<file path="src/rtl/pcileech_rstbtn_ctl_if.sv">
// Button pads in, board-level reset/reload/LED/tick nets out.
// master = whoever drives the buttons, slave = the reset/button controller.
interface pcileech_rstbtn_ctl_if;
    logic        user_sw1_n;
    logic        user_sw2_n;
    logic        rst_sys;
    logic        rst_cfg_reload;
    logic        led_pwronblink;
    logic [63:0] tickcount64;

    modport master (
        output user_sw1_n,
        output user_sw2_n,
        input  rst_sys,
        input  rst_cfg_reload,
        input  led_pwronblink,
        input  tickcount64
    );

    modport slave (
        input  user_sw1_n,
        input  user_sw2_n,
        output rst_sys,
        output rst_cfg_reload,
        output led_pwronblink,
        output tickcount64
    );
endinterface

</file>
<file path="src/rtl/pcileech_rstbtn_ctl.sv">
// Board reset/button controller: syncs and debounces two push-buttons, stretches the system
// reset, raises a config-reload request on a long sw2 press and drives the power-on blink LED term.
module pcileech_rstbtn_ctl #(
    parameter int PARAM_DEBOUNCE_CYCLES   = 1000000,
    parameter int PARAM_PWRON_RST_CYCLES  = 64,
    parameter int PARAM_CFG_RELOAD_CYCLES = 500000000,
    parameter int PARAM_BLINK_BIT         = 24,
    parameter int PARAM_BLINK_LIMIT_BIT   = 27
) (
    input  logic                       clk,
    input  logic                       rst,
    pcileech_rstbtn_ctl_if.slave       btn_if
);

    localparam int DEB_W  = $clog2(PARAM_DEBOUNCE_CYCLES + 1);
    localparam int HOLD_W = $clog2(PARAM_CFG_RELOAD_CYCLES + 1);

    localparam logic [DEB_W-1:0]  DEB_LAST   = DEB_W'(PARAM_DEBOUNCE_CYCLES - 1);
    localparam logic [HOLD_W-1:0] HOLD_LAST  = HOLD_W'(PARAM_CFG_RELOAD_CYCLES - 1);
    localparam logic [HOLD_W-1:0] HOLD_LIMIT = HOLD_W'(PARAM_CFG_RELOAD_CYCLES);
    localparam logic [63:0]       PWRON_LAST = 64'(PARAM_PWRON_RST_CYCLES - 1);

    typedef enum logic [1:0] {
        S_PWRON  = 2'd0,
        S_RUN    = 2'd1,
        S_HOLD   = 2'd2,
        S_RELOAD = 2'd3
    } state_t;

    logic [1:0] btn_n;
    logic [1:0] pressed;
    logic       sw1_pressed;
    logic       sw2_pressed;

    assign btn_n       = {btn_if.user_sw2_n, btn_if.user_sw1_n};
    assign sw1_pressed = pressed[0];
    assign sw2_pressed = pressed[1];

    // Per button: 2-flop synchroniser, then a stability counter that must see
    // PARAM_DEBOUNCE_CYCLES consecutive differing samples before the state flips.
    generate
        for (genvar gi = 0; gi < 2; gi++) begin : g_btn
            logic             sync1_reg;
            logic             sync2_reg;
            logic             pressed_reg;
            logic [DEB_W-1:0] cnt_reg;

            always_ff @(posedge clk or posedge rst) begin
                if (rst) begin
                    sync1_reg   <= 1'b1;
                    sync2_reg   <= 1'b1;
                    pressed_reg <= 1'b0;
                    cnt_reg     <= '0;
                end else begin
                    sync1_reg <= btn_n[gi];
                    sync2_reg <= sync1_reg;
                    if (~sync2_reg == pressed_reg) begin
                        cnt_reg <= '0;
                    end else if (cnt_reg == DEB_LAST) begin
                        pressed_reg <= ~pressed_reg;
                        cnt_reg     <= '0;
                    end else begin
                        cnt_reg <= cnt_reg + DEB_W'(1);
                    end
                end
            end

            assign pressed[gi] = pressed_reg;
        end
    endgenerate

    logic [63:0] tick_reg;

    always_ff @(posedge clk or posedge rst) begin
        if (rst) begin
            tick_reg <= '0;
        end else if (sw2_pressed) begin
            tick_reg <= '0;
        end else if (tick_reg != '1) begin
            tick_reg <= tick_reg + 64'd1;
        end
    end

    state_t              state_reg;
    state_t              state_next;
    logic [HOLD_W-1:0]   hold_cnt_reg;
    logic [HOLD_W-1:0]   hold_cnt_next;

    always_ff @(posedge clk or posedge rst) begin
        if (rst) begin
            state_reg    <= S_PWRON;
            hold_cnt_reg <= '0;
        end else begin
            state_reg    <= state_next;
            hold_cnt_reg <= hold_cnt_next;
        end
    end

    // hold_cnt only advances inside S_HOLD, so it is zero on the first HOLD cycle.
    always_comb begin
        state_next    = state_reg;
        hold_cnt_next = '0;
        case (state_reg)
            S_PWRON: begin
                if (sw2_pressed) begin
                    state_next = S_HOLD;
                end else if (tick_reg >= PWRON_LAST) begin
                    state_next = S_RUN;
                end
            end
            S_RUN: begin
                if (sw2_pressed) begin
                    state_next = S_HOLD;
                end
            end
            S_HOLD: begin
                hold_cnt_next = (hold_cnt_reg == HOLD_LIMIT) ? hold_cnt_reg
                                                             : hold_cnt_reg + HOLD_W'(1);
                // Release is checked first so it wins over reaching the reload limit.
                if (!sw2_pressed) begin
                    state_next = S_PWRON;
                end else if (hold_cnt_reg == HOLD_LAST) begin
                    state_next = S_RELOAD;
                end
            end
            S_RELOAD: begin
                if (!sw2_pressed) begin
                    state_next = S_PWRON;
                end
            end
            default: begin
                state_next = S_PWRON;
            end
        endcase
    end

    logic rst_sys_reg;
    logic cfg_reload_reg;
    logic led_reg;

    always_ff @(posedge clk or posedge rst) begin
        if (rst) begin
            rst_sys_reg    <= 1'b1;
            cfg_reload_reg <= 1'b0;
            led_reg        <= 1'b0;
        end else begin
            rst_sys_reg    <= (state_next != S_RUN);
            cfg_reload_reg <= (state_next == S_RELOAD);
            led_reg        <= sw1_pressed ^ (tick_reg[PARAM_BLINK_BIT] &
                                             (tick_reg[63:PARAM_BLINK_LIMIT_BIT] == '0));
        end
    end

    assign btn_if.rst_sys        = rst_sys_reg;
    assign btn_if.rst_cfg_reload = cfg_reload_reg;
    assign btn_if.led_pwronblink = led_reg;
    assign btn_if.tickcount64    = tick_reg;

endmodule
</file>
<file path="src/flat_wrapper.sv">
// flat-port wrapper written by rule: the top's interface ports become plain ports
module pcileech_rstbtn_ctl_flat 
#(
    parameter int PARAM_DEBOUNCE_CYCLES   = 1000000,
    parameter int PARAM_PWRON_RST_CYCLES  = 64,
    parameter int PARAM_CFG_RELOAD_CYCLES = 500000000,
    parameter int PARAM_BLINK_BIT         = 24,
    parameter int PARAM_BLINK_LIMIT_BIT   = 27
)
  (clk, rst, btn_if_user_sw1_n, btn_if_user_sw2_n, btn_if_rst_sys, btn_if_rst_cfg_reload, btn_if_led_pwronblink, btn_if_tickcount64);
  pcileech_rstbtn_ctl_if btn_if_i ();
  input  logic clk;
  input  logic rst;
  input wire logic [$bits(btn_if_i.user_sw1_n)-1:0] btn_if_user_sw1_n;
  input wire logic [$bits(btn_if_i.user_sw2_n)-1:0] btn_if_user_sw2_n;
  output wire logic [$bits(btn_if_i.rst_sys)-1:0] btn_if_rst_sys;
  output wire logic [$bits(btn_if_i.rst_cfg_reload)-1:0] btn_if_rst_cfg_reload;
  output wire logic [$bits(btn_if_i.led_pwronblink)-1:0] btn_if_led_pwronblink;
  output wire logic [$bits(btn_if_i.tickcount64)-1:0] btn_if_tickcount64;
  assign btn_if_i.user_sw1_n = btn_if_user_sw1_n;
  assign btn_if_i.user_sw2_n = btn_if_user_sw2_n;
  assign btn_if_rst_sys = btn_if_i.rst_sys;
  assign btn_if_rst_cfg_reload = btn_if_i.rst_cfg_reload;
  assign btn_if_led_pwronblink = btn_if_i.led_pwronblink;
  assign btn_if_tickcount64 = btn_if_i.tickcount64;
  pcileech_rstbtn_ctl #(.PARAM_DEBOUNCE_CYCLES(PARAM_DEBOUNCE_CYCLES), .PARAM_PWRON_RST_CYCLES(PARAM_PWRON_RST_CYCLES), .PARAM_CFG_RELOAD_CYCLES(PARAM_CFG_RELOAD_CYCLES), .PARAM_BLINK_BIT(PARAM_BLINK_BIT), .PARAM_BLINK_LIMIT_BIT(PARAM_BLINK_LIMIT_BIT)) u_core (.clk(clk), .rst(rst), .btn_if(btn_if_i));
endmodule
</file>
<file path="config.mk">
export PLATFORM = sky130hd
export DESIGN_NAME = pcileech_rstbtn_ctl_flat
export DESIGN_NICKNAME = d
export VERILOG_FILES = /design/src/rtl/pcileech_rstbtn_ctl_if.sv /design/src/rtl/pcileech_rstbtn_ctl.sv /design/src/flat_wrapper.sv
export SDC_FILE = /design/constraint.sdc
export NUM_CORES = 1
export LEC_CHECK = 0
export ABC_CLOCK_PERIOD_IN_PS = 16000
export CAP_MARGIN = 10
export CORE_UTILIZATION = 40
export CTS_CLUSTER_DIAMETER = 80
export DETAILED_ROUTE_END_ITERATION = 12
export GPL_TIMING_DRIVEN = 1
export PLACE_DENSITY_LB_ADDON = 0.12
export RECOVER_POWER = 50
export SLEW_MARGIN = 10
export SYNTH_ARGS = -nofsm -noshare
export SYNTH_HDL_FRONTEND = slang
export SYNTH_SLANG_ARGS = --single-unit
</file>
<file path="constraint.sdc">
create_clock -name clk -period 16 [get_ports clk]
set_clock_uncertainty 0.05 [all_clocks]
set_input_delay 4 -clock clk [delete_from_list [all_inputs] [get_ports clk]]
set_output_delay 4 -clock clk [all_outputs]
set_load 0.1 [all_outputs]
</file>
==> impl_metrics.json, run 1 <==
{
  "wl_per_cell_um": 17.0,
  "critPathMaxFanout": 73,
  "gp_congestion": 0.856,
  "synthToLayoutAreaGrowth_pct": 19.4,
  "synth_nets": 825,
  "core_mm2": 0.0182,
  "overflow": 0,
  "ys_warn_count": 0,
  "cts_buffers": 17,
  "cpPeakStageDelay_ns": 1.76,
  "initial_core_util_pct": 41.4,
  "leakagePower_nw": 3.58,
  "fin_crit_sh_pct": 43.7,
  "violations": "capacitance limit, slew limit",
  "reg2reg_to": "u_core.btn_if.tickcount64[63]",
  "cp-start-kind": "input port",
  "die_w_um": 139,
  "die-area_mm2": 0.0194,
  "clockPowerShare_pct": 51.1,
  "dpl_cell_area_mm2": 0.00842,
  "ys_seq_area_share_pct": 47.9,
  "postSynthCellCount": 816,
  "worstHoldPathCells": 0,
  "tightest_slew_ns": 3.13,
  "syn_area_mm2": 0.00754,
  "status": "finished with violations",
  "avgSynthCellArea_um2": 9.24,
  "fmax_ghz": 0.143,
  "p_int_w": 0.000604,
  "viasPerCell": 5.64,
  "setup_viol": 0,
  "ir_worst_vdd_mv": 0.0563,
  "switching_share_pct": 22.2,
  "cts_tree": "done",
  "hold_start": "u_core.g_btn[0].sync1_reg",
  "synth_edf_count": 0,
  "clock_path_buffers": 2,
  "synth_async_sr_flop_share_pct": 100,
  "antenna_found_initial": 0,
  "drive_gt1_share_pct": 5.74,
  "grt_pass1_wl_mm": 31.5,
  "grt_max_degree": 74,
  "tns_ns": 0,
  "postCtsResizedCells": 0,
  "drv_cap": 2,
  "switchingPower_w": 0.000172,
  "min_path_type": "flop to flop",
  "layout_commonest_cell": "nor2_1",
  "io_buffers": 70,
  "antennaDiodeCount": 0,
  "cp_data_arrival_time_ns": 7.35,
  "yosys.area_share.simple_pct": 29.1,
  "wl_mm": 19.0,
  "fin_area_mm2": 0.00900,
  "synth_ff_type": "dfrtp_1",
  "dp_hpwl_mm": 12.8,
  "rows": 49,
  "die_height_um": 139,
  "fin_cells": 1118,
  "drc": 0,
  "rsz0062_at_grt": "false",
  "synth_top_family_by_area": "simple AND/OR/NAND/NOR gates",
  "reg2reg_from": "u_core.g_btn[1].pressed_reg",
  "place_inst": 1086,
  "cp_cell_sequence": "dlygate4sd3_1 > clkinvlp_2 > buf_4",
  "clk_pin_slew_ns": 0.06,
  "slew_violations": 142,
  "grt_pass1_vias": 6029,
  "first_pass_iters": 5,
  "reg2reg_slack_ns": 11.11,
  "synthDistinctLibCells": 52,
  "io_pins": 71,
  "crit_type": "input port to async pin",
  "hold_viol": 0,
  "ys_ff_latch": 144,
  "cts_sinks": 144,
  "clkLatencyLatePin_ns": 0.42,
  "slew_headroom_pct": -110,
  "crit_path_end_kind": "async pin",
  "pwr-share-comb_pct": 1.5,
  "worstHoldEndpoint": "u_core.g_btn[0].sync2_reg",
  "ctsHoldBuffers": 0,
  "drtAntennaViolNets": 0,
  "synth_compound_area_share_pct": 7.27,
  "synth_xor_area_share_pct": 11.8,
  "cts_setup_buffers": 0,
  "largest_register_ffs": 64,
  "r2r_cells": 6,
  "power_frac_seq_pct": 47.4,
  "final_nets": 885,
  "grt.total_usage_pct": 20.5,
  "num_vias": 6311,
  "drt_iter0_markers": 614,
  "final_cell_mix": "142 x nor2_1, 138 x dfrtp_1, 67 x clkdlybuf4s50_1",
  "cts_max_level": 4,
  "clockRootBuffer": "clkbuf_16",
  "yosys.area_share.adder_pct": 0.830,
  "cpMaxStageDelayCell": "clkinvlp_2",
  "layout_min_cycle_time_ns": 7.00,
  "cp_data_required_time_ns": 16.35,
  "synthMuxAreaShare_pct": 0.398,
  "power.density_mw_per_mm2": 86.3
}
how the worst max path moves through the flow:
stage,startpoint,endpoint,depth (start not counted)
global placement,rst,u_core.btn_if.tickcount64[34],3
floorplan,rst,u_core.btn_if.led_pwronblink,1
detailed placement,rst,u_core.btn_if.tickcount64[34],3
finish,rst,u_core.btn_if.tickcount64[43],3
global route,rst,u_core.btn_if.tickcount64[40],3
CTS,u_core.btn_if.tickcount64[20],btn_if_tickcount64[20],1
cell usage after synthesis, types with 7 or more instances:
cell type / number / area, um^2
xnor2_1: 43 / 377
nor3_1: 22 / 110
nor4_1: 25 / 156
and3_1: 24 / 150
nand4_1: 35 / 219
nand2_1: 51 / 191
nor2_1: 141 / 529
nand3_1: 47 / 235
and2_1: 7 / 43.8
and4_1: 12 / 105
inv_1: 20 / 75.1
o211ai_1: 7 / 52.6
xor2_1: 59 / 517
or3_1: 19 / 119
clkbuf_1: 26 / 97.6
o21ai_0: 32 / 160
a21oi_1: 24 / 120
dfrtp_1: 139 / 3480
or4_1: 7 / 52.6
cell families after synthesis:
group / count (synthesis)
AO/OA/AOI/OAI: 90
adder cells (fa/ha/maj): 5
flip-flops: 144
XOR/XNOR: 102
buffers and inverters: 51
AND/OR/NAND/NOR: 421
multiplexers: 3
routing by layer:
layer,vias up,track usage [%],share of wire (%)
met5,-,0,0
met4,0,6.43,1.1
met3,18,3.75,4.2
met2,190,32.3,48
met1,3110,28.5,47
li1,2993,-,-
critical path, delay by kind of cell:
kind                   cells  cell delay (ns)
buffers and inverters      3             3.28
power by group through the flow:
stage	Clock, W	Combinational [W]	Sequential, W
6_report	0.000397	0.0000119	0.000368
3_3_place_gp	0	0.0000123	0.000374
5_1_grt	0.000420	0.0000139	0.000368
2_1_floorplan	0	0.00000883	0.000374
4_1_cts	0.000407	0.0000129	0.000368
3_5_place_dp	0	0.0000129	0.000374
per-stage QoR:
step / util [%] / power, W / setup slack, ns / hold slack (ns)
6_report: 49.4 / 0.000777 / 9.00 / 0.305
5_1_grt: 49.4 / 0.000802 / 8.37 / 0.307
4_1_cts: 49.5 / 0.000787 / 9.72 / 0.306
3_5_place_dp: 46.3 / 0.000387 / 9.94 / 0.297
3_3_place_gp: 46.3 / 0.000387 / 9.99 / 0.295
2_1_floorplan: - / 0.000383 / 8.09 / 0.295
area by class of cell:
| class | instances | area, um^2 |
|---|---|---|
| clock buffer | 22 | 494 |
| clock inverter | 10 | 100 |
| fill | 1676 | 9210 |
| inverter | 20 | 76.3 |
| multi-input combinational | 621 | 3720 |
| sequential | 144 | 3610 |
| tap | 229 | 287 |
| timing repair buffer | 72 | 712 |
No activity file was read; power rests on OpenSTA's default activity.
==> run 2: changes to the inputs <==
ABC_CLOCK_PERIOD_IN_PS = 5700   (was 16000)
clock period = 5.7 ns   (was 16 ns; I/O delays follow)
==> impl_metrics.json, run 2 (synthesized netlist as in run 1, its figures left out) <==
{
  "slew_headroom_pct": -75.7,
  "power.density_mw_per_mm2": 242,
  "tightest_slew_ns": 2.62,
  "clockRootBuffer": "clkbuf_16",
  "grt_pass1_vias": 6089,
  "drive_gt1_share_pct": 5.96,
  "core_mm2": 0.0182,
  "io_pins": 71,
  "cp-start-kind": "input port",
  "gp_congestion": 0.843,
  "tns_ns": 0,
  "antennaDiodeCount": 0,
  "fin_crit_sh_pct": 65.1,
  "overflow": 0,
  "grt_pass1_wl_mm": 31.4,
  "rows": 49,
  "leakagePower_nw": 3.61,
  "layout_commonest_cell": "nor2_1",
  "grt.total_usage_pct": 20.3,
  "violations": "capacitance limit, slew limit",
  "fmax_ghz": 0.269,
  "worstHoldEndpoint": "u_core.g_btn[1].sync2_reg",
  "die_w_um": 139,
  "min_path_type": "flop to flop",
  "cts_buffers": 17,
  "cp_data_required_time_ns": 6.24,
  "ir_worst_vdd_mv": 0.175,
  "setup_viol": 0,
  "cp_data_arrival_time_ns": 4.25,
  "utilization_pct": 49.7,
  "slew_violations": 58,
  "final_cell_mix": "141 x nor2_1, 138 x dfrtp_1, 67 x clkdlybuf4s50_1",
  "wl_per_cell_um": 16.6,
  "hold_start": "u_core.g_btn[1].sync1_reg",
  "critPathMaxFanout": 65,
  "die_height_um": 139,
  "clock_path_buffers": 2,
  "io_buffers": 70,
  "r2r_cells": 6,
  "wl_mm": 18.5,
  "grt_max_degree": 123,
  "status": "finished with violations",
  "drc": 0,
  "reg2reg_from": "u_core.btn_if.tickcount64[57]",
  "initial_core_util_pct": 41.4,
  "clk_pin_slew_ns": 0.06,
  "drt_iter0_markers": 512,
  "largest_register_ffs": 64,
  "die-area_mm2": 0.0194,
  "viasPerCell": 5.59,
  "reg2reg_to": "u_core.btn_if.tickcount64[35]",
  "first_pass_iters": 5,
  "crit_path_end_kind": "async pin",
  "cts_max_level": 4,
  "cts_sinks": 144,
  "layout_min_cycle_time_ns": 3.71,
  "dp_hpwl_mm": 12.6,
  "final_nets": 886,
  "antenna_found_initial": 0,
  "reg2reg_slack_ns": 2.65,
  "fin_cells": 1119,
  "hold_viol": 0,
  "postCtsResizedCells": 0,
  "synthToLayoutAreaGrowth_pct": 19.9,
  "drv_cap": 1,
  "cts_setup_buffers": 0,
  "drtAntennaViolNets": 0,
  "place_inst": 1086,
  "rsz0062_at_grt": "false",
  "cts_tree": "done",
  "worstHoldPathCells": 0,
  "ctsHoldBuffers": 0,
  "clkLatencyLatePin_ns": 0.42,
  "crit_type": "input port to async pin",
  "num_vias": 6254
}
[run 2: cell types whose count changed in the layout (fill, tap and decap cells not counted), sizes merged]
cell / delta
bufinv: +1
buf: +2
inv: -2
clkinv: +1
clkinvlp: -1
[run 2: cell type report]
type | count | area [um^2]
clock inverter | 9 | 106
sequential | 144 | 3610
timing repair buffer | 73 | 743
multi-input combinational | 621 | 3730
clock buffer | 23 | 488
tap | 229 | 287
inverter | 20 | 76.3
fill | 1678 | 9170
[run 2: critical path, cell delays in order]
cell and delay, ns:
dlygate4sd3_1 0.54, clkinvlp_2 1.49, buf_16 0.36, buf_4 0.37
[run 2: metrics by stage]
step	hold WS [ns]	instance area, um^2	worst slack [ns]	total power (W)
after floorplan	0.295	7540	0.367	0.00107
after global placement	0.296	8420	2.51	0.00109
after detailed placement	0.298	8420	2.49	0.00109
after CTS	0.307	9020	2.03	0.00222
after global routing	0.311	9040	1.53	0.00226
final	0.306	9040	1.99	0.00219
[run 2: how the worst max path moves through the flow]
| stage | startpoint | to | slack, ns | depth (start not counted) |
|---|---|---|---|---|
| after floorplan | rst | u_core.btn_if.led_pwronblink | 0.37 | 1 |
| after global placement | u_core.btn_if.tickcount64[20] | btn_if_tickcount64[20] | 2.51 | 1 |
| after detailed placement | u_core.btn_if.tickcount64[20] | btn_if_tickcount64[20] | 2.49 | 1 |
| after CTS | u_core.btn_if.tickcount64[20] | btn_if_tickcount64[20] | 2.03 | 1 |
| after global routing | rst | u_core.hold_cnt_reg[20] | 1.53 | 4 |
| final | rst | u_core.hold_cnt_reg[20] | 1.99 | 4 |
[run 2: routing by layer]
| metal | share of wire, % | vias to the layer above | GRT usage (%) | wire, um |
|---|---|---|---|---|
| met4 | 1.2 | 0 | 6.49 | 225 |
| li1 | - | 3002 | - | - |
| met5 | 0 | - | 0 | 0 |
| met2 | 47 | 171 | 31.4 | 8780 |
| met1 | 47 | 3059 | 28.5 | 8620 |
| met3 | 4.9 | 22 | 4.13 | 902 |
[run 2: where the power goes]
| group | internal (W) | total [W] | leakage (nW) | switching [W] |
|---|---|---|---|---|
| clock network | 0.000689 | 0.00112 | 0.285 | 0.000432 |
| registers | 0.00103 | 0.00103 | 1.97 | 0.00000403 |
| logic | 0.00000802 | 0.0000357 | 1.35 | 0.0000277 |
==> run 3: changes to the inputs <==
ABC_CLOCK_PERIOD_IN_PS = 3280   (was 5700)
clock period = 3.28 ns   (was 5.7 ns; I/O delays follow)
==> impl_metrics.json, run 3 (synthesized netlist as in run 1, its figures left out) <==
{
  "status": "finished with violations",
  "violations": "capacitance limit, slew limit",
  "die_w_um": 139,
  "cts_setup_buffers": 0,
  "viasPerCell": 5.59,
  "core_mm2": 0.0182,
  "drt_iter0_markers": 362,
  "cts_max_level": 4,
  "fin_crit_sh_pct": 84.7,
  "drc": 0,
  "drive_gt1_share_pct": 13.5,
  "slew_violations": 61,
  "largest_register_ffs": 64,
  "grt_pass1_vias": 6205,
  "antenna_found_initial": 0,
  "cpPeakStageDelay_ns": 0.60,
  "min_path_type": "flop to flop",
  "cp_data_required_time_ns": 3.57,
  "ir_worst_vdd_mv": 0.300,
  "ctsHoldBuffers": 0,
  "rsz0062_at_grt": "false",
  "io_pins": 71,
  "cp-start-kind": "flop",
  "clkLatencyLatePin_ns": 0.42,
  "cp_cell_sequence": "nand4_2 > or4_4 > nand4bb_4 > nor2_2 > o21ai_0 > a21oi_1",
  "antennaDiodeCount": 0,
  "drtAntennaViolNets": 0,
  "fmax_ghz": 0.360,
  "clk_pin_slew_ns": 0.06,
  "power.density_mw_per_mm2": 432,
  "clock_path_buffers": 2,
  "num_vias": 6290,
  "clockRootBuffer": "clkbuf_16",
  "dp_hpwl_mm": 13.0,
  "grt_pass1_wl_mm": 31.4,
  "layout_commonest_cell": "nor2_1",
  "layout_min_cycle_time_ns": 2.78,
  "critPathMaxFanout": 24,
  "setup_viol": 0,
  "fillCellCount": 1716,
  "cp_num_buf_inv": 0,
  "grt_max_degree": 62,
  "leakagePower_nw": 3.75,
  "overflow": 0,
  "first_pass_iters": 5,
  "crit_type": "flop to flop",
  "hold_viol": 0,
  "worst_hold_slack_ns": 0.305,
  "initial_core_util_pct": 41.4,
  "grt.total_usage_pct": 20.2,
  "crit_path_end_kind": "flop",
  "cts_sinks": 144,
  "slew_headroom_pct": -0.442,
  "cp_data_arrival_time_ns": 3.07,
  "tns_ns": 0,
  "cts_buffers": 17,
  "cts_tree": "done",
  "io_buffers": 70,
  "die-area_mm2": 0.0194,
  "gp_congestion": 0.835,
  "crit_family": "simple AND/OR/NAND/NOR gates",
  "synthToLayoutAreaGrowth_pct": 18.0,
  "die_height_um": 139,
  "rows": 49,
  "drv_cap": 1,
  "final_nets": 893,
  "wl_mm": 18.8,
  "cpMaxStageDelayCell": "or4_4",
  "final_cell_mix": "141 x nor2_1, 139 x dfrtp_1, 72 x buf_4",
  "tightest_slew_ns": 1.51,
  "postCtsResizedCells": 0,
  "wl_per_cell_um": 16.7
}
run 3: through the flow:
stage / instance area [um^2] / std cells / setup WS [ns] / total power [W] / utilization, %
4_1_cts: 8940 / 1126 / 0.513 / 0.00390 / 49.1
5_1_grt: 8890 / 1126 / 0.198 / 0.00399 / 48.8
3_5_place_dp: 8340 / 1094 / 0.527 / 0.00190 / 45.8
6_report: 8890 / 1126 / 0.502 / 0.00384 / 48.8
3_3_place_gp: 8340 / 1094 / 0.577 / 0.00189 / 45.8
2_1_floorplan: 7540 / 816 / 0.286 / 0.00187 / -
run 3: final cells by class:
type / count / area (um^2) / share of cell area, %
tap: 229 / 287 / 3.22
clock inverter: 8 / 128 / 1.43
clock buffer: 24 / 472 / 5.30
multi-input combinational: 621 / 3730 / 41.9
timing repair buffer: 80 / 592 / 6.65
sequential: 144 / 3610 / 40.6
inverter: 20 / 76.3 / 0.858
run 3: power breakdown:
group / total (W) / switching, W / internal [W] / leakage [nW]
registers: 0.00179 / 0.00000677 / 0.00179 / 1.98
clock network: 0.00199 / 0.000748 / 0.00124 / 0.285
logic: 0.0000587 / 0.0000482 / 0.0000104 / 1.49
total: 0.00384 / 0.000803 / 0.00304 / 3.75
run 3: final timing paths:
kind	startpoint	endpoint	slack (ns)	cells past startpoint
max	u_core.btn_if.tickcount64[38]	u_core.btn_if.tickcount64[53]	0.50	6
min	u_core.g_btn[1].sync1_reg	u_core.g_btn[1].sync2_reg	0.31	0
max in group asynchronous	rst	u_core.hold_cnt_reg[19]	0.60	3
max reg2reg	u_core.btn_if.tickcount64[38]	u_core.btn_if.tickcount64[53]	0.50	6
min in group asynchronous	rst	u_core.hold_cnt_reg[3]	0.81	2
min reg2reg	u_core.g_btn[1].sync1_reg	u_core.g_btn[1].sync2_reg	0.31	0
run 3: routing by layer:
metal | GRT usage [%] | wire, um
met1 | 26.9 | 8740
met2 | 32.5 | 9050
met3 | 4.40 | 722
met4 | 6.67 | 268
met5 | 0 | 0
